## src/rtl/laser_pkg.sv

```systemverilog
// rtl/laser_pkg.sv - shared types and constants for the LASER scan controller
package laser_pkg;

    localparam int GRID_W = 4;
    localparam int CNT_W  = 7;
    localparam logic [GRID_W-1:0] GRID_MAX = GRID_W'(15);

    typedef enum logic [2:0] {
        ST_IDLE,
        ST_SCAN_C2,
        ST_SCAN_C1,
        ST_CHECK,
        ST_OUT
    } state_t;

endpackage

```

## src/rtl/laser_best_tracker.sv

```systemverilog
// rtl/laser_best_tracker.sv - per-candidate hit count and best-centre tracking
module laser_best_tracker
    import laser_pkg::*;
(
    input  logic              clk,
    input  logic              resetn,
    input  logic              clear,
    input  logic              pt_first,
    input  logic              pt_last,
    input  logic              hit_cand,
    input  logic              hit_fix,
    input  logic [GRID_W-1:0] cand_x,
    input  logic [GRID_W-1:0] cand_y,
    input  logic [GRID_W-1:0] inc_x,
    input  logic [GRID_W-1:0] inc_y,
    output logic [GRID_W-1:0] best_x_nxt,
    output logic [GRID_W-1:0] best_y_nxt
);

    logic [CNT_W-1:0]  cnt, cnt_final, best_cnt, eff_cnt, best_cnt_nxt;
    logic [GRID_W-1:0] best_x, best_y, eff_x, eff_y;
    logic              take;

    // clear substitutes the incumbent in the same cycle so a one-point phase still compares correctly
    always_comb begin
        cnt_final    = (pt_first ? '0 : cnt) + CNT_W'(hit_cand & ~hit_fix);
        eff_cnt      = clear ? '0 : best_cnt;
        eff_x        = clear ? inc_x : best_x;
        eff_y        = clear ? inc_y : best_y;
        take         = pt_last && ((cnt_final > eff_cnt) ||
                       ((cnt_final == eff_cnt) && (cand_x == inc_x) && (cand_y == inc_y)));
        best_cnt_nxt = take ? cnt_final : eff_cnt;
        best_x_nxt   = take ? cand_x : eff_x;
        best_y_nxt   = take ? cand_y : eff_y;
    end

    always_ff @(posedge clk) begin
        if (!resetn) begin
            cnt      <= '0;
            best_cnt <= '0;
            best_x   <= '0;
            best_y   <= '0;
        end else begin
            cnt      <= cnt_final;
            best_cnt <= best_cnt_nxt;
            best_x   <= best_x_nxt;
            best_y   <= best_y_nxt;
        end
    end

endmodule

```

## src/rtl/laser_scan_ctrl.sv

```systemverilog
// rtl/laser_scan_ctrl.sv - alternating two-circle centre search over a 16x16 grid
module laser_scan_ctrl
    import laser_pkg::*;
#(
    parameter int N_PTS    = 40,
    parameter int MAX_ITER = 8,
    parameter int INIT_C1X = 0,
    parameter int INIT_C1Y = 0,
    parameter int INIT_C2X = 0,
    parameter int INIT_C2Y = 0
) (
    input  logic              CLK,
    input  logic              RST,
    input  logic              start,
    output logic [5:0]        pt_idx,
    output logic [GRID_W-1:0] cand_x,
    output logic [GRID_W-1:0] cand_y,
    output logic [GRID_W-1:0] fix_x,
    output logic [GRID_W-1:0] fix_y,
    input  logic              hit_cand,
    input  logic              hit_fix,
    output logic              busy,
    output logic [GRID_W-1:0] C1X,
    output logic [GRID_W-1:0] C1Y,
    output logic [GRID_W-1:0] C2X,
    output logic [GRID_W-1:0] C2Y,
    output logic              DONE
);

    state_t            state, state_nxt;
    logic [5:0]        px;
    logic [GRID_W-1:0] cx, cy, c1x, c1y, c2x, c2y, inc_x, inc_y, nxt_x, nxt_y;
    logic [3:0]        iter, iter_inc;
    logic              changed, scanning, scan_c2, pt_last, phase_first, phase_end, finish;

    always_comb begin
        scanning    = (state == ST_SCAN_C2) || (state == ST_SCAN_C1);
        scan_c2     = (state == ST_SCAN_C2);
        inc_x       = scan_c2 ? c2x : c1x;
        inc_y       = scan_c2 ? c2y : c1y;
        pt_last     = scanning && (px == 6'(N_PTS - 1));
        phase_first = scanning && (px == '0) && (cx == '0) && (cy == '0);
        phase_end   = pt_last && (cx == GRID_MAX) && (cy == GRID_MAX);
        iter_inc    = iter + 4'd1;
        finish      = !changed || (iter_inc == 4'(MAX_ITER));
        pt_idx      = scanning ? px : '0;
        cand_x      = scanning ? cx : '0;
        cand_y      = scanning ? cy : '0;
        fix_x       = scanning ? (scan_c2 ? c1x : c2x) : '0;
        fix_y       = scanning ? (scan_c2 ? c1y : c2y) : '0;
        busy        = (state != ST_IDLE);
    end

    laser_best_tracker u_tracker (
        .clk        (CLK),
        .resetn     (RST),
        .clear      (phase_first),
        .pt_first   (px == '0),
        .pt_last    (pt_last),
        .hit_cand   (hit_cand),
        .hit_fix    (hit_fix),
        .cand_x     (cx),
        .cand_y     (cy),
        .inc_x      (inc_x),
        .inc_y      (inc_y),
        .best_x_nxt (nxt_x),
        .best_y_nxt (nxt_y)
    );

    always_ff @(posedge CLK) begin
        if (!RST) state <= ST_IDLE;
        else      state <= state_nxt;
    end

    always_comb begin
        state_nxt = state;
        case (state)
            ST_IDLE:    if (start) state_nxt = ST_SCAN_C2;
            ST_SCAN_C2: if (phase_end) state_nxt = ST_SCAN_C1;
            ST_SCAN_C1: if (phase_end) state_nxt = ST_CHECK;
            ST_CHECK:   state_nxt = finish ? ST_OUT : ST_SCAN_C2;
            ST_OUT:     state_nxt = ST_IDLE;
            default:    state_nxt = ST_IDLE;
        endcase
    end

    always_ff @(posedge CLK) begin
        if (!RST) begin
            px <= '0;  cx <= '0;  cy <= '0;
            c1x <= '0; c1y <= '0; c2x <= '0; c2y <= '0;
            iter <= '0; changed <= 1'b0;
            C1X <= '0; C1Y <= '0; C2X <= '0; C2Y <= '0;
            DONE <= 1'b0;
        end else begin
            DONE <= 1'b0;
            case (state)
                ST_IDLE: begin
                    if (start) begin
                        c1x <= GRID_W'(INIT_C1X); c1y <= GRID_W'(INIT_C1Y);
                        c2x <= GRID_W'(INIT_C2X); c2y <= GRID_W'(INIT_C2Y);
                        iter <= '0; changed <= 1'b0;
                        px <= '0; cx <= '0; cy <= '0;
                    end
                end
                ST_SCAN_C2, ST_SCAN_C1: begin
                    // raster wraps naturally to (0,0,0) at phase end
                    if (pt_last) begin
                        px <= '0;
                        cx <= cx + 1'b1;
                        if (cx == GRID_MAX) cy <= cy + 1'b1;
                    end else begin
                        px <= px + 1'b1;
                    end
                    if (phase_end) begin
                        if (scan_c2) begin c2x <= nxt_x; c2y <= nxt_y; end
                        else         begin c1x <= nxt_x; c1y <= nxt_y; end
                        changed <= changed | ({nxt_x, nxt_y} != {inc_x, inc_y});
                    end
                end
                ST_CHECK: begin
                    iter <= iter_inc;
                    if (finish) begin
                        C1X <= c1x; C1Y <= c1y; C2X <= c2x; C2Y <= c2y;
                        DONE <= 1'b1;
                    end else begin
                        changed <= 1'b0;
                    end
                end
                default: ;
            endcase
        end
    end

endmodule

```

## config.mk

```make
export PLATFORM = sky130hd
export DESIGN_NAME = laser_scan_ctrl
export DESIGN_NICKNAME = d
export VERILOG_FILES = /design/src/rtl/laser_pkg.sv /design/src/rtl/laser_best_tracker.sv /design/src/rtl/laser_scan_ctrl.sv
export SDC_FILE = /design/constraint.sdc
export NUM_CORES = 1
export LEC_CHECK = 0
export BUFFER_PORTS_ARGS = -buffer_cell sky130_fd_sc_hd__buf_2
export CORE_MARGIN = 10
export CORE_UTILIZATION = 50
export CTS_CLUSTER_SIZE = 16
export DETAILED_ROUTE_END_ITERATION = 10
export PLACE_DENSITY = 0.69
export REMOVE_ABC_BUFFERS = 1
export SYNTH_ARGS = -nofsm -noshare
export SYNTH_HDL_FRONTEND = slang
export SYNTH_SLANG_ARGS = --single-unit
```

## constraint.sdc

```tcl
create_clock -name CLK -period 11.6 [get_ports CLK]
set_input_delay 2.9 -clock CLK [delete_from_list [all_inputs] [get_ports CLK]]
set_output_delay 2.9 -clock CLK [all_outputs]
set_load 0.01 [all_outputs]
```

* Word level (Yosys, flattened, before mapping)
Index checks and enable logic that the tools add are counted.
** Operators by class
- Equal/unequal tests :: 20
- Reductions and logical operators :: 32
- Order comparisons :: 1
- Bitwise gates (word level) :: 3
- Mux-type cells :: 48
- Add/sub/neg operators :: 5
** Operators by type and width (number)
- $mux W4 :: 24
- $pmux W4 S2 :: 7
- $mux W7 :: 3
- $mux W6 :: 3
- $reduce_and A4 Y1 :: 4
- $ne A2 B2 Y1 const B :: 7
- $add A4 B1 Y4 const B :: 3
- $eq A4 B4 Y1 const B :: 3
- $mux W3 :: 4
- $pmux W3 S4 :: 1
- $pmux W6 S2 :: 1
- $logic_and A1 B1 Y1 :: 9
- $eq A4 B4 Y1 :: 2
- $logic_not A4 Y1 :: 2
- $ne A8 B8 Y1 :: 1
- $reduce_and A2 Y1 :: 4
- $add A7 B7 Y7 :: 1
- $and A1 B7 Y7 :: 1
- $eq A7 B7 Y1 :: 1
- $gt A7 B7 Y1 :: 1
- $not A1 Y7 :: 1
- $add A6 B1 Y6 const B :: 1
- $eq A3 B2 Y1 const B :: 2
- $eq A6 B6 Y1 const B :: 1
- other kinds (13) :: 22
** Storage, ports and cells
- Input bits :: 5
- Output and inout port bits :: 40
- Register bits after elaboration :: 77
- Word-level logic and storage cells :: 128

* Depth between registers and ports, before layout
Gate-level depths: netlist (run 1).
- Word-level depth :: 16
- Depth in mapped cells :: 18
- Gate-level depth less buffers :: 16

* Hierarchy
A second synthesis (run 1) with hierarchy kept.
** Second synthesis, totals
- Cells, all modules :: 497
- Area, all modules :: 4441.8 µm²
** By module, submodules not included
- laser_scan_ctrl :: area each 3001.6 µm², cells each 347, instances 1, sequential area each 1101.1 µm²
- laser_best_tracker :: area each 1440.1 µm², cells each 150, instances 1, sequential area each 440.4 µm²

* Least setup slack after synthesis (run 1)
OpenSTA, ideal clock, no wires.
- Kind :: input to register
- Start :: in hit_cand
- End :: reg c1x[0]
- Slack :: 5.969 ns
- Library setup time :: 0.124 ns
- Buffers on the path :: 1
- Cell stages on the path :: 14
- Arrival :: 5.507 ns
- Required time :: 11.476 ns
- Cell sequence :: nor2b_1 > ha_1 > ha_1 > nand3_1 > xor2_1 > nor2_1 > ha_1 > a211oi_1 > nor2_1 > o311ai_0 > clkbuf_1 > nor3_1 > a41oi_1 > nand3_1
** Between the ends
- Word-level cells in the longest chain between the ends :: 11
- Elaborated cells between the ends (all ways) :: 12
- Those cells by class :: add/sub: 1; order compare: 1; eq/ne: 1; mux: 4; bitwise: 1; reduce/logical: 4
** RTL lines
- start, declared :: line laser_scan_ctrl.sv:20 : input logic hit_cand,
- $and A1 B7 Y7 (*) :: line laser_best_tracker.sv:26 : cnt_final = (pt_first ? '0 : cnt) + CNT_W'(hit_cand & ~hit_fix);
- $add A7 B7 Y7 (*) :: line laser_best_tracker.sv:26
- named net u_tracker.cnt_final[4] :: line laser_best_tracker.sv:20 : logic [CNT_W-1:0] cnt, cnt_final, best_cnt, eff_cnt, best_cnt_nxt;
- branches (longest 3 deep; another with $gt A7 B7 Y1)
- $logic_or A1 B1 Y1 (*) :: line laser_best_tracker.sv:30 : take = pt_last && ((cnt_final > eff_cnt) ||
- $logic_and A1 B1 Y1 (*) :: line laser_best_tracker.sv:30
- $mux W4 (*) :: line laser_best_tracker.sv:33 : best_x_nxt = take ? cand_x : eff_x;
- $mux W4 (*) :: line laser_scan_ctrl.sv:115 : if (scan_c2) begin c2x <= nxt_x; c2y <= nxt_y; end
- $mux W4 (*) :: line laser_scan_ctrl.sv:114 : if (phase_end) begin
- $pmux W4 S2 (*) :: line laser_scan_ctrl.sv:96 : case (state)
- end signal, assigned :: line laser_scan_ctrl.sv:99 : c1x <= GRID_W'(INIT_C1X); c1y <= GRID_W'(INIT_C1Y);
- end signal, assigned :: line laser_scan_ctrl.sv:116 : else begin c1x <= nxt_x; c1y <= nxt_y; end
- end, declared :: line laser_scan_ctrl.sv:32 : logic [GRID_W-1:0] cx, cy, c1x, c1y, c2x, c2y, inc_x, inc_y, nxt_x, nxt_y;
Mark *: on every way through the listed nets, which the timed path passes. The select of a mux whose other input is x is not followed.
A chain may end at the register's enable or synchronous reset.

* Final worst setup path (run 1)
- Start :: in hit_cand
- End :: reg changed
** Between the ends
- Word-level cells in the longest chain between the ends :: 12
- Elaborated cells between the ends (all ways) :: 14
- Those cells by class :: add/sub: 1; order compare: 1; eq/ne: 2; mux: 4; bitwise: 2; reduce/logical: 4
** RTL lines
- $and A1 B7 Y7 (*) :: line laser_best_tracker.sv:26
- $add A7 B7 Y7 (*) :: line laser_best_tracker.sv:26
- named net u_tracker.cnt_final[6] :: line laser_best_tracker.sv:20
- branches (longest 3 deep; another with $gt A7 B7 Y1)
- $logic_or A1 B1 Y1 (*) :: line laser_best_tracker.sv:30
- $logic_and A1 B1 Y1 (*) :: line laser_best_tracker.sv:30
- $mux W4 (on tied branches) :: line laser_best_tracker.sv:34, laser_best_tracker.sv:33
- $ne A8 B8 Y1 (*) :: line laser_scan_ctrl.sv:117 : changed <= changed | ({nxt_x, nxt_y} != {inc_x, inc_y});
- $or A1 B1 Y1 (*) :: line laser_scan_ctrl.sv:117
- $mux W1 (*) :: line laser_scan_ctrl.sv:114
- $pmux W1 S3 (*) :: line laser_scan_ctrl.sv:96
- end signal, assigned :: line laser_scan_ctrl.sv:117
- end, declared :: line laser_scan_ctrl.sv:34 : logic changed, scanning, scan_c2, pt_last, phase_first, phase_end, finish;
Marked as above.

==> load_flow_metrics.sql, run 1 <==
INSERT INTO impl_metrics (metric_group, metric, value, unit) VALUES
('finish', 'design.final.nets', '631', ''),
('worst_setup_path', 'critical_path_cell_by_cell', 'buf_2, nor2b_1, ha_1, ha_1, nand3_1, xor2_1, nor2_1, ha_1, nand4_1, nor2_1, nand4_2, nor4b_4, nor2_1, a221oi_1', ''),
('global_route', 'grt_antenna_before_repair', '0', ''),
('timing', 'period_minus_slack', '5.96', 'ns'),
('synthesis', 'ys_async_sr_fraction', '0', '%'),
('pwr', 'total_power', '521', 'uW'),
('finish', 'multi_input_comb_area', '2920', 'um^2'),
('timing', 'fin_setup_tns', '0', 'ns'),
('die', 'fp.dieH', '117', 'um'),
('finish', 'synthToLayoutAreaGrowth', '8.51', '%'),
('global_route', 'global_route_wire_length_before_repair', '22000', 'um'),
('timing', 'timing.max_slew.rel_slack', '37.2', '%'),
('cts', 'cts.repair.resized', '0', ''),
('global_route', 'globalRouteTotalUtil', '19.1', '%'),
('place', 'place.gp.congestion', '0.903', ''),
('pwr', 'power_density', '101', 'nW/um^2'),
('worst_setup_path', 'worst_setup_ep_type', 'register', ''),
('worst_setup_path', 'largest_stage_delay_on_the_critical_path', '0.68', 'ns'),
('timing', 'tightestPinTransition', '0.943', 'ns'),
('run', 'drv_cap', '0', ''),
('cts', 'cts_hold_buffers', '0', ''),
('finish', 'largestRegisters', 'u_tracker.best_cnt: 7 flops, u_tracker.cnt: 7 flops, px: 6 flops', ''),
('run_status', 'run_status', 'finished, final reports clean', ''),
('timing', 'setup_violations', '0', ''),
('synthesis', 'synth_edf_count', '0', ''),
('die', 'initial_util', '51.4', '%'),
('pwr', 'leakage', '2.00', 'nW'),
('worst_setup_path', 'arrival_time_reported_for_the_critical_path_endpoint', '6.24', 'ns'),
('global_route', 'grt_max_degree', '45', ''),
('global_route', 'first_global_vias', '4241', ''),
('finish', 'n_antenna_cell', '0', ''),
('synthesis', 'synthDistinctLibCells', '68', ''),
('die', 'io_pins', '45', ''),
('timing', 'grt_setup_unrepaired', 'false', ''),
('routing', 'dr.first_iter.drc_count', '470', ''),
('synthesis', 'syn_inst', '598', ''),
('finish', 'seqCellArea', '1540', 'um^2'),
('cts', 'worst_setup_hold_path_clk_slew', '0.08', 'ns'),
('synthesis', 'yosys_most_used_dff', 'sky130_fd_sc_hd__dfxtp_1', ''),
('cts', 'deepest_level_of_the_cts_h_tree', '3', ''),
('finish', 'post_route_cells_drive_above_1_share', '13.2', '%'),
('cts', 'postCtsSetupRepairBufs', '0', ''),
('synthesis', 'synth_seq_area_share', '32.5', '%'),
('worst_setup_path', 'critical_path_cell_with_the_highest_stage_delay', 'sky130_fd_sc_hd__nor4b_4', ''),
('worst_setup_path', 'timing.setup.critical_path_class', 'primary input to register', ''),
('worst_setup_path', 'worstPathRequired', '11.88', 'ns'),
('worst_setup_path', 'timing.critical_path.fanout_max', '14', ''),
('cts', 'cts-buffers-inserted', '9', ''),
('synthesis', 'synth.ff_latch_count', '77', ''),
('timing', 'period_share', '51.4', '%'),
('worst_setup_path', 'critPathTopFamily', 'simple AND/OR/NAND/NOR gates', ''),
('finish', 'fill_cells', '861', ''),
('pwr', 'peakVddDrop', '0.0666', 'mV'),
('worst_setup_path', 'worst-path-buf-inv', '1', ''),
('cts', 'clk_path_buf_depth', '2', ''),
('synthesis', 'yosysWarningCount', '0', ''),
('timing', 'timing_hold_violations_final', '0', ''),
('timing', 'fmax', '0.168', 'GHz'),
('die', 'dieArea', '13800', 'um^2'),
('place', 'io_buffer_count', '44', ''),
('synthesis', 'mappedNetlistArea', '4750', 'um^2'),
('routing', 'drtAntennaViolNets', '0', ''),
('cts', 'cts.root.buffer_cell', 'sky130_fd_sc_hd__clkbuf_8', ''),
('routing', 'drc_errors', '0', ''),
('cts', 'cts_sinks', '77', ''),
('cts', 'tritoncts', 'done', ''),
('timing', 'drv_slew', '0', ''),
('routing', 'total_vias_in_the_final_route', '4510', ''),
('routing', 'drt-wirelength-per-cell', '18.2', 'um'),
('worst_hold_path', 'timing.hold.worst.class', 'register to register', ''),
('die', 'die_width', '117', 'um'),
('die', 'num_rows', '35', ''),
('routing', 'postRouteWirelength', '13500', 'um'),
('die', 'core_footprint', '9240', 'um^2'),
('routing', 'via_per_inst', '6.06', ''),
('synthesis', 'syn-mean-instance-area', '7.94', 'um^2'),
('worst_setup_path', 'cp-start-kind', 'primary input', ''),
('global_route', 'grt_overflow', '0', ''),
('timing', 'finalClockSkew', '0.0106', 'ns'),
('place', 'place_hpwl', '9380', 'um'),
('cts', 'clock_insertion_delay_worst_skew', '0.37', 'ns'),
('routing', 'dr.pass1.iters', '5', '');
cell type report:
| type | instances | share of cell area (%) |
|---|---|---|
| clock buffers | 10 | 2.48 |
| multi-input cells | 452 | 56.6 |
| flip-flops and latches | 77 | 29.9 |
| repair buffers | 50 | 5.15 |
| well taps | 129 | 3.13 |
| inverters | 20 | 1.46 |
| clock inverters | 6 | 1.24 |
report_power, final:
group	total [mW]	internal [mW]	switching (mW)
Sequential	0.268	0.265	0.00249
Combinational	0.0438	0.0123	0.0315
Clock	0.209	0.0991	0.110
metal layers:
metal,track usage (%),routed length [um],part of all wire (%)
met1,25.0,6080,45
met2,30.4,6290,46
met3,3.12,892,6.6
met4,7.98,270,2.0
met5,0,0,0
path summary, 6_finish.rpt:
check,from,end,slack (ns),cells after the start
setup reg to reg,cx[1],changed,6.82,13
setup / recovery,hit_cand,changed,5.64,14
hold / removal,u_tracker.best_cnt[3],u_tracker.best_cnt[3],0.48,2
hold reg to reg,u_tracker.best_cnt[3],u_tracker.best_cnt[3],0.48,2
stage by stage:
stage	hold slack, ns	utilization [%]	std cells	instance area, um^2	setup WS [ns]
after global routing	0.504	55.7	744	5150	5.28
after floorplan	0.447	-	549	4530	4.54
final	0.479	55.7	744	5150	5.64
after CTS	0.477	55.7	744	5150	5.67
after detailed placement	0.466	53.7	728	4960	5.31
after global placement	0.460	53.7	728	4960	5.43
worst register-to-register path, cell delays in order (launching register included):
cell	delay (ns)
sky130_fd_sc_hd__dfxtp_1	0.57
sky130_fd_sc_hd__inv_1	0.22
sky130_fd_sc_hd__ha_1	0.24
sky130_fd_sc_hd__and2_0	0.14
sky130_fd_sc_hd__nand4_1	0.32
sky130_fd_sc_hd__or2_1	0.71
sky130_fd_sc_hd__nand2_1	0.19
sky130_fd_sc_hd__ha_1	0.34
sky130_fd_sc_hd__nand4_1	0.15
sky130_fd_sc_hd__nor2_1	0.18
sky130_fd_sc_hd__nand4_2	0.21
sky130_fd_sc_hd__nor4b_4	0.68
sky130_fd_sc_hd__nor2_1	0.41
sky130_fd_sc_hd__a221oi_1	0.34
logic make-up (layout without fill, tap and decap cells):
logic type,count (synthesis),in the layout,synth area share (%)
buffers and inverters,69,86,6.25
and+or+nand+nor,248,248,27.3
DFF,77,77,32.5
muxes,26,26,5.56
xor gates and xnor gates,28,28,5.17
adders and majority gates,16,16,4.22
AOI/OAI and AO/OA,134,134,19.0
cells in the mapped netlist, types with 8 or more instances:
library cell / count / area share [%]
sky130_fd_sc_hd__dfxtp_1: 77 / 32
sky130_fd_sc_hd__nor2_1: 68 / 5.4
sky130_fd_sc_hd__nand2_1: 46 / 3.6
sky130_fd_sc_hd__clkbuf_1: 36 / 2.8
sky130_fd_sc_hd__nand3_1: 27 / 2.8
sky130_fd_sc_hd__mux2i_1: 23 / 4.8
sky130_fd_sc_hd__nor2b_1: 23 / 3.0
sky130_fd_sc_hd__a21oi_1: 22 / 2.3
sky130_fd_sc_hd__nand4_1: 21 / 2.8
sky130_fd_sc_hd__inv_1: 20 / 1.6
sky130_fd_sc_hd__o21ai_1: 20 / 2.1
sky130_fd_sc_hd__o21ai_0: 17 / 1.8
sky130_fd_sc_hd__xor2_1: 17 / 3.1
sky130_fd_sc_hd__and2_1: 16 / 2.1
sky130_fd_sc_hd__ha_1: 16 / 4.2
sky130_fd_sc_hd__a22oi_1: 11 / 1.7
sky130_fd_sc_hd__nor4_1: 11 / 1.4
sky130_fd_sc_hd__xnor2_1: 11 / 2.0
sky130_fd_sc_hd__o211ai_1: 9 / 1.4
sky130_fd_sc_hd__nor3_1: 8 / 0.84
sky130_fd_sc_hd__o31ai_1: 8 / 1.3
cell usage in the layout, fill, tap and decap left out, drive strengths merged, types with 6 or more instances in the layout:
cell	count
nor2b	23
nand3	27
o21ai	37
ha	16
nor2	69
a22oi	11
clkbuf	10
xnor2	11
inv	20
xor2	17
nor4	13
a21oi	22
o31ai	8
and2	17
dfxtp	77
nand2	46
mux2i	23
a211oi	6
nand4	22
buf	50
o211ai	10
nor3	8
Power figures use the tool's default switching activity.
==> run 2: changes to the inputs <==
PLACE_DENSITY = 0.72   (was 0.69)
clock period = 5.44 ns   (was 11.6 ns; I/O delays follow)
==> run 2 against run 1 <==
Net effect: cell count grew 0.27%; via count is 0.29% higher; global-route usage up 0.27 points; count of clock-buffer cells in the layout stayed put; clock power grew 130%; power is 120% higher; final area is 0.85% higher; critical path type is now register to register; highest routed layer unchanged.
==> load_flow_metrics.sql, run 2 (synthesis gave the netlist of run 1 again) <==
INSERT INTO impl_metrics (metric_group, metric, value, unit) VALUES
('worst_setup_path', 'critical_path_cell_with_the_highest_stage_delay', 'sky130_fd_sc_hd__nor2_1', ''),
('die', 'core_footprint', '9240', 'um^2'),
('worst_setup_path', 'largest_stage_delay_on_the_critical_path', '0.78', 'ns'),
('finish', 'largestRegisters', 'u_tracker.best_cnt: 7 flops, u_tracker.cnt: 7 flops, px: 6 flops', ''),
('global_route', 'global_route_wire_length_before_repair', '22600', 'um'),
('timing', 'timing_hold_violations_final', '0', ''),
('cts', 'worst_setup_hold_path_clk_slew', '0.08', 'ns'),
('worst_setup_path', 'r2r_start', 'cx[1]', ''),
('die', 'die_width', '117', 'um'),
('worst_setup_path', 'timing.setup.critical_path_class', 'register to register', ''),
('finish', 'fill_cells', '895', ''),
('timing', 'grt_setup_unrepaired', 'false', ''),
('cts', 'clk_path_buf_depth', '2', ''),
('timing', 'hold_slack', '0.479', 'ns'),
('finish', 'layout_commonest_cell', 'sky130_fd_sc_hd__dfxtp_1', ''),
('timing', 'period_minus_slack', '4.66', 'ns'),
('worst_setup_path', 'worstPathRequired', '5.64', 'ns'),
('routing', 'dr.pass1.iters', '6', ''),
('routing', 'postRouteWirelength', '13500', 'um'),
('global_route', 'grt_overflow', '0', ''),
('worst_hold_path', 'worst_hold_startpoint', 'u_tracker.best_cnt[1]', ''),
('cts', 'deepest_level_of_the_cts_h_tree', '3', ''),
('timing', 'tightestPinTransition', '1.03', 'ns'),
('place', 'place_hpwl', '9400', 'um'),
('timing', 'timing.max_slew.rel_slack', '31.5', '%'),
('worst_setup_path', 'timing.rr.end', 'changed', ''),
('cts', 'cts.repair.resized', '0', ''),
('cts', 'tritoncts', 'done', ''),
('finish', 'design.final.nets', '634', ''),
('finish', 'finalNonFillerCells', '746', ''),
('finish', 'post_route_cells_drive_above_1_share', '13.6', '%'),
('timing', 'finalClockSkew', '0.0110', 'ns'),
('timing', 'drv_slew', '0', ''),
('finish', 'multi_input_comb_area', '2920', 'um^2'),
('pwr', 'peakVddDrop', '0.160', 'mV'),
('timing', 'setup_violations', '0', ''),
('pwr', 'power_density', '221', 'nW/um^2'),
('worst_hold_path', 'timing.hold.worst.class', 'register to register', ''),
('die', 'dieArea', '13800', 'um^2'),
('routing', 'dr.first_iter.drc_count', '429', ''),
('global_route', 'globalRouteTotalUtil', '19.4', '%'),
('cts', 'cts.root.buffer_cell', 'sky130_fd_sc_hd__clkbuf_8', ''),
('cts', 'clock_insertion_delay_worst_skew', '0.36', 'ns'),
('timing', 'period_share', '85.6', '%'),
('worst_setup_path', 'arrival_time_reported_for_the_critical_path_endpoint', '4.86', 'ns'),
('finish', 'synthToLayoutAreaGrowth', '9.44', '%'),
('cts', 'postCtsSetupRepairBufs', '0', ''),
('finish', 'layout.cells.most_common_list', '77 x sky130_fd_sc_hd__dfxtp_1, 68 x sky130_fd_sc_hd__nor2_1, 46 x sky130_fd_sc_hd__nand2_1', ''),
('global_route', 'grt_antenna_before_repair', '0', ''),
('global_route', 'grt_max_degree', '45', ''),
('worst_setup_path', 'critical_path_cell_by_cell', 'inv_1, ha_1, and2_0, nand4_1, or2_1, nand2_1, ha_1, a211oi_1, nor2_1, o311a_1, nor2_1, a221oi_1', ''),
('finish', 'n_antenna_cell', '0', ''),
('die', 'initial_util', '51.4', '%'),
('global_route', 'first_global_vias', '4377', ''),
('run_status', 'run_status', 'finished, final reports clean', ''),
('finish', 'fin_util', '56.2', '%'),
('die', 'num_rows', '35', ''),
('finish', 'seqCellArea', '1540', 'um^2'),
('worst_setup_path', 'ff2ff_path_depth', '12', ''),
('pwr', 'leakage', '2.04', 'nW'),
('routing', 'drtAntennaViolNets', '0', ''),
('place', 'io_buffer_count', '44', ''),
('timing', 'fmax', '0.215', 'GHz'),
('cts', 'cts_hold_buffers', '0', ''),
('routing', 'via_per_inst', '6.06', ''),
('cts', 'cts-buffers-inserted', '9', ''),
('worst_hold_path', 'cell_depth_of_the_worst_min_delay_path', '2', ''),
('worst_setup_path', 'worst_setup_ep_type', 'register', ''),
('worst_setup_path', 'timing.reg2reg.setup_slack', '0.78', 'ns'),
('routing', 'drc_errors', '0', ''),
('worst_hold_path', 'min_delay_worst_endpoint', 'u_tracker.best_cnt[1]', ''),
('place', 'place.gp.congestion', '0.980', ''),
('die', 'fp.dieH', '117', 'um'),
('routing', 'total_vias_in_the_final_route', '4523', ''),
('worst_setup_path', 'timing.critical_path.fanout_max', '21', ''),
('place', 'dp.cells', '731', ''),
('routing', 'drt-wirelength-per-cell', '18.1', 'um'),
('die', 'io_pins', '45', ''),
('worst_setup_path', 'cp-start-kind', 'register', ''),
('run', 'drv_cap', '0', ''),
('cts', 'cts_sinks', '77', '');
==> run 2: final cells by class <==
cell class,count,share of cell area (%)
tap,129,3.11
timing repair buffer,53,5.54
sequential,77,29.7
clock buffer,10,2.65
multi-input combinational,452,56.1
inverter,20,1.45
clock inverter,5,1.45
==> run 2: critical path: cells and delay by family, from the launching register on <==
kind	cells	cell delay [ns]
adder cells (fa/ha/maj)	2	0.58
AO/OA/AOI/OAI	3	0.91
flip-flops	1	0.56
AND/OR/NAND/NOR	6	2.24
buffers and inverters	1	0.21
==> run 2: worst max path at each step <==
stage | from | end | cells after the start
floorplan | hit_cand | changed | 12
global placement | hit_cand | changed | 13
detailed placement | hit_cand | u_tracker.best_cnt[2] | 13
CTS | cx[1] | u_tracker.best_cnt[2] | 12
global route | state[0] | u_tracker.best_cnt[2] | 10
finish | cx[1] | changed | 12
==> run 2: power by group <==
group / internal, mW / total [mW] / switching [mW]
sequential: 0.566 / 0.570 / 0.00485
clock: 0.266 / 0.480 / 0.214
combinational: 0.0263 / 0.0949 / 0.0687
total: 0.858 / 1.15 / 0.288
==> run 2: per-stage QoR <==
step	worst slack, ns	setup TNS, ns	total power [mW]	cell area (um^2)
global route	0.497	0	1.19	5190
finish	0.782	0	1.15	5190
floorplan	-0.0756	-0.238	0.641	4530
CTS	0.909	0	1.15	5190
detailed placement	0.851	0	0.677	4980
global placement	0.969	0	0.674	4980
==> run 2: metal layers <==
metal  wire length (um)  global-route usage (%)
met1               5880                    24.7
met2               6140                    30.7
met3               1190                    4.22
met4                318                    8.37
met5                  0                       0
==> run 3: changes to the inputs <==
ABC_AREA = 1   (was unset)
==> run 3 against run 2 <==
Net effect: worst hold slack worse by 0.0030 ns; maximum frequency up 6.5%; utilization up 0.63 points; final area down 11%; count of clock-buffer cells in the layout up 3; global-route usage down 2.1 points.
==> load_flow_metrics.sql, run 3 <==
INSERT INTO impl_metrics (metric_group, metric, value, unit) VALUES
('run_status', 'run_status', 'finished, final reports clean', ''),
('cts', 'cts_sinks', '77', ''),
('cts', 'postCtsSetupRepairBufs', '0', ''),
('finish', 'finalNonFillerCells', '753', ''),
('timing', 'hold_slack', '0.476', 'ns'),
('cts', 'clk_path_buf_depth', '2', ''),
('pwr', 'power_density', '317', 'nW/um^2'),
('finish', 'design.final.nets', '664', ''),
('die', 'num_rows', '33', ''),
('global_route', 'grtUsageMet2', '28.3', '%'),
('synthesis', 'syn-mean-instance-area', '6.83', 'um^2'),
('die', 'core_footprint', '8180', 'um^2'),
('worst_setup_path', 'timing.setup.critical_path_class', 'primary input to register', ''),
('synthesis', 'synth_edf_count', '0', ''),
('timing', 'drv_slew', '0', ''),
('routing', 'drt-wirelength-per-cell', '14.3', 'um'),
('die', 'initial_util', '51.1', '%'),
('routing', 'drc_errors', '0', ''),
('synthesis', 'yosys_most_used_dff', 'sky130_fd_sc_hd__dfxtp_1', ''),
('timing', 'fin_setup_tns', '0', 'ns'),
('finish', 'fin_util', '56.9', '%'),
('routing', 'postRouteWirelength', '10800', 'um'),
('pwr', 'leakage', '2.21', 'nW'),
('cts', 'cts_hold_buffers', '0', ''),
('global_route', 'global_route_wire_length_before_repair', '18200', 'um'),
('routing', 'via_per_inst', '5.36', ''),
('global_route', 'grt_antenna_before_repair', '0', ''),
('die', 'io_pins', '45', ''),
('routing', 'total_vias_in_the_final_route', '4033', ''),
('routing', 'dr.pass1.iters', '5', ''),
('global_route', 'most_used_routing_layer_in_global_routing', 'met2', ''),
('timing', 'fmax', '0.229', 'GHz'),
('cts', 'cts.root.buffer_cell', 'sky130_fd_sc_hd__clkbuf_8', ''),
('global_route', 'first_global_vias', '3832', ''),
('die', 'die_width', '111', 'um'),
('worst_hold_path', 'timing.hold.worst.class', 'register to register', ''),
('timing', 'timing_hold_violations_final', '0', ''),
('worst_setup_path', 'r2r_start', 'px[0]', ''),
('finish', 'layout_commonest_cell', 'sky130_fd_sc_hd__nand2_1', ''),
('finish', 'largestRegisters', 'u_tracker.best_cnt: 7 flops, u_tracker.cnt: 7 flops, px: 6 flops', ''),
('synthesis', 'synth.ff_latch_count', '77', ''),
('place', 'pre_cts_slack', '0.732', 'ns'),
('timing', 'tightestPinTransition', '1.08', 'ns'),
('cts', 'deepest_level_of_the_cts_h_tree', '3', ''),
('place', 'dp.cells', '737', ''),
('run', 'drv_cap', '0', ''),
('place', 'io_buffer_count', '44', ''),
('global_route', 'grt_overflow', '0', ''),
('synthesis', 'syn_inst', '612', ''),
('cts', 'worst_setup_hold_path_clk_slew', '0.08', 'ns'),
('cts', 'tritoncts', 'done', ''),
('synthesis', 'yosys.area.top_type_share', '36.9', '%'),
('global_route', 'grt_max_degree', '52', ''),
('synthesis', 'synthDistinctLibCells', '34', ''),
('cts', 'clock_insertion_delay_worst_skew', '0.36', 'ns'),
('synthesis', 'library_cell_occupying_the_most_area_in_the_post_synthesis_netlist', 'sky130_fd_sc_hd__dfxtp_1', ''),
('place', 'place_area', '4400', 'um^2'),
('worst_setup_path', 'arrival_time_reported_for_the_critical_path_endpoint', '4.63', 'ns'),
('routing', 'dr.first_iter.drc_count', '192', ''),
('global_route', 'globalRouteMet3Util', '3.86', '%'),
('pwr', 'total_power', '1.47', 'mW'),
('cts', 'cts-buffers-inserted', '9', ''),
('finish', 'n_antenna_cell', '0', ''),
('die', 'fp.dieH', '111', 'um'),
('worst_setup_path', 'cp-start-kind', 'primary input', ''),
('timing', 'timing.max_slew.rel_slack', '28.1', '%'),
('synthesis', 'yosysWarningCount', '0', ''),
('worst_setup_path', 'timing.rr.end', 'changed', ''),
('synthesis', 'post-synth-top-count-cell', 'sky130_fd_sc_hd__nand2_1', ''),
('finish', 'layout.cells.most_common_list', '121 x sky130_fd_sc_hd__nand2_1, 87 x sky130_fd_sc_hd__inv_1, 77 x sky130_fd_sc_hd__dfxtp_1', ''),
('place', 'place_hpwl', '7690', 'um'),
('routing', 'drtAntennaViolNets', '0', ''),
('global_route', 'grt_util_met1', '21.6', '%'),
('pwr', 'peakVddDrop', '0.148', 'mV'),
('synthesis', 'synth_seq_area_share', '36.9', '%'),
('synthesis', 'mappedNetlistArea', '4180', 'um^2'),
('timing', 'grt_setup_unrepaired', 'false', ''),
('worst_setup_path', 'timing.critical_path.fanout_max', '25', ''),
('timing', 'setup_violations', '0', ''),
('worst_setup_path', 'worst_setup_ep_type', 'register', ''),
('finish', 'post_route_cells_drive_above_1_share', '12.5', '%'),
('cts', 'cts.repair.resized', '0', ''),
('worst_setup_path', 'worst_setup_path_startpoint', 'hit_fix', ''),
('worst_setup_path', 'timing.reg2reg.setup_slack', '1.14', 'ns'),
('synthesis', 'netlist_top_cells_area', 'sky130_fd_sc_hd__dfxtp_1 37%, sky130_fd_sc_hd__nand2_1 11%, sky130_fd_sc_hd__a21oi_1 8.1%, sky130_fd_sc_hd__inv_1 7.8%, sky130_fd_sc_hd__nand3_1 7.3%', ''),
('finish', 'synthToLayoutAreaGrowth', '11.2', '%'),
('timing', 'period_minus_slack', '4.38', 'ns'),
('synthesis', 'ys_async_sr_fraction', '0', '%'),
('timing', 'period_share', '80.4', '%'),
('worst_setup_path', 'worst_setup_path_endpoint', 'changed', ''),
('timing', 'timing.final.ws_setup', '1.06', 'ns'),
('global_route', 'globalRouteTotalUtil', '17.2', '%'),
('place', 'place.gp.congestion', '0.885', ''),
('timing', 'finalClockSkew', '0.0144', 'ns'),
('die', 'dieArea', '12400', 'um^2'),
('worst_setup_path', 'ff2ff_path_depth', '28', ''),
('worst_setup_path', 'worstPathRequired', '5.69', 'ns'),
('synthesis', 'yosys-top-cells-count', '121 x sky130_fd_sc_hd__nand2_1, 87 x sky130_fd_sc_hd__inv_1, 77 x sky130_fd_sc_hd__dfxtp_1, 68 x sky130_fd_sc_hd__a21oi_1, 61 x sky130_fd_sc_hd__nand3_1', ''),
('finish', 'design_area', '4650', 'um^2');
==> run 3: changes by cell type after synthesis, moves of 19 or more <==
cell / before / now
sky130_fd_sc_hd__nand2_1: 46 / 121
sky130_fd_sc_hd__inv_1: 20 / 87
sky130_fd_sc_hd__a21oi_1: 22 / 68
sky130_fd_sc_hd__o21ai_0: 17 / 57
sky130_fd_sc_hd__nand3_1: 27 / 61
sky130_fd_sc_hd__nor2_1: 68 / 37
sky130_fd_sc_hd__clkbuf_1: 36 / 13
sky130_fd_sc_hd__mux2i_1: 23 / 0
sky130_fd_sc_hd__nor2b_1: 23 / 0
sky130_fd_sc_hd__o21ai_1: 20 / 1
==> run 3: worst min path at each step <==
stage,depth (start not counted),endpoint,slack [ns],startpoint
floorplan,1,px[4],0.43,px[3]
global placement,1,px[4],0.45,px[3]
detailed placement,1,px[4],0.47,px[3]
CTS,1,px[4],0.48,px[3]
global route,2,u_tracker.best_cnt[0],0.51,u_tracker.best_cnt[0]
finish,1,px[4],0.48,px[3]
==> run 3: report_power, final <==
group	switching [mW]	total (mW)	internal (mW)
registers	0.0229	0.618	0.595
clock network	0.217	0.525	0.308
logic	0.230	0.330	0.101
total	0.470	1.47	1.00
==> run 3: logic make-up after synthesis <==
group / count (synthesis) / share of synthesized area (%)
buffers and inverters: 113 / 11.2
AOI/OAI and AO/OA: 142 / 17.7
xor gates and xnor gates: 6 / 1.26
and+or+nand+nor: 258 / 28.1
DFF: 77 / 36.9
adders and majority gates: 16 / 4.79
==> run 3: worst max-delay path: stages <==
cell,delay (ns)
sky130_fd_sc_hd__buf_2,0.09
sky130_fd_sc_hd__nor2_1,0.10
sky130_fd_sc_hd__ha_1,0.18
sky130_fd_sc_hd__ha_1,0.19
sky130_fd_sc_hd__nand3_1,0.12
sky130_fd_sc_hd__nor3_1,0.19
sky130_fd_sc_hd__xor2_1,0.21
sky130_fd_sc_hd__inv_1,0.08
sky130_fd_sc_hd__ha_1,0.29
sky130_fd_sc_hd__nand2_1,0.07
sky130_fd_sc_hd__nor2_1,0.14
sky130_fd_sc_hd__nand4_1,0.12
sky130_fd_sc_hd__o2111ai_1,0.12
sky130_fd_sc_hd__nand2_1,0.07
sky130_fd_sc_hd__inv_1,0.36
sky130_fd_sc_hd__nand2_4,0.27
sky130_fd_sc_hd__nand2_1,0.18
sky130_fd_sc_hd__nand3b_1,0.09
sky130_fd_sc_hd__nand2_1,0.07
sky130_fd_sc_hd__nand2_1,0.06
sky130_fd_sc_hd__nor2_1,0.08
sky130_fd_sc_hd__nand2_1,0.05
sky130_fd_sc_hd__nand2_1,0.06
sky130_fd_sc_hd__a21oi_2,0.05
==> run 3: cell type report <==
type | instances | area, um^2
Fill cell | 786 | 3530
Multi-Input combinational cell | 422 | 2170
Sequential cell | 77 | 1540
Inverter | 88 | 330
Timing Repair Buffer | 45 | 228
Clock buffer | 13 | 179
Tap cell | 105 | 131
Clock inverter | 3 | 65.1
==> run 3: metal layers <==
| layer | routed length (um) | vias up |
|---|---|---|
| met5 | 0 | - |
| met4 | 175 | 0 |
| met3 | 663 | 14 |
| met2 | 4960 | 104 |
| met1 | 4980 | 1847 |
| li1 | - | 2068 |
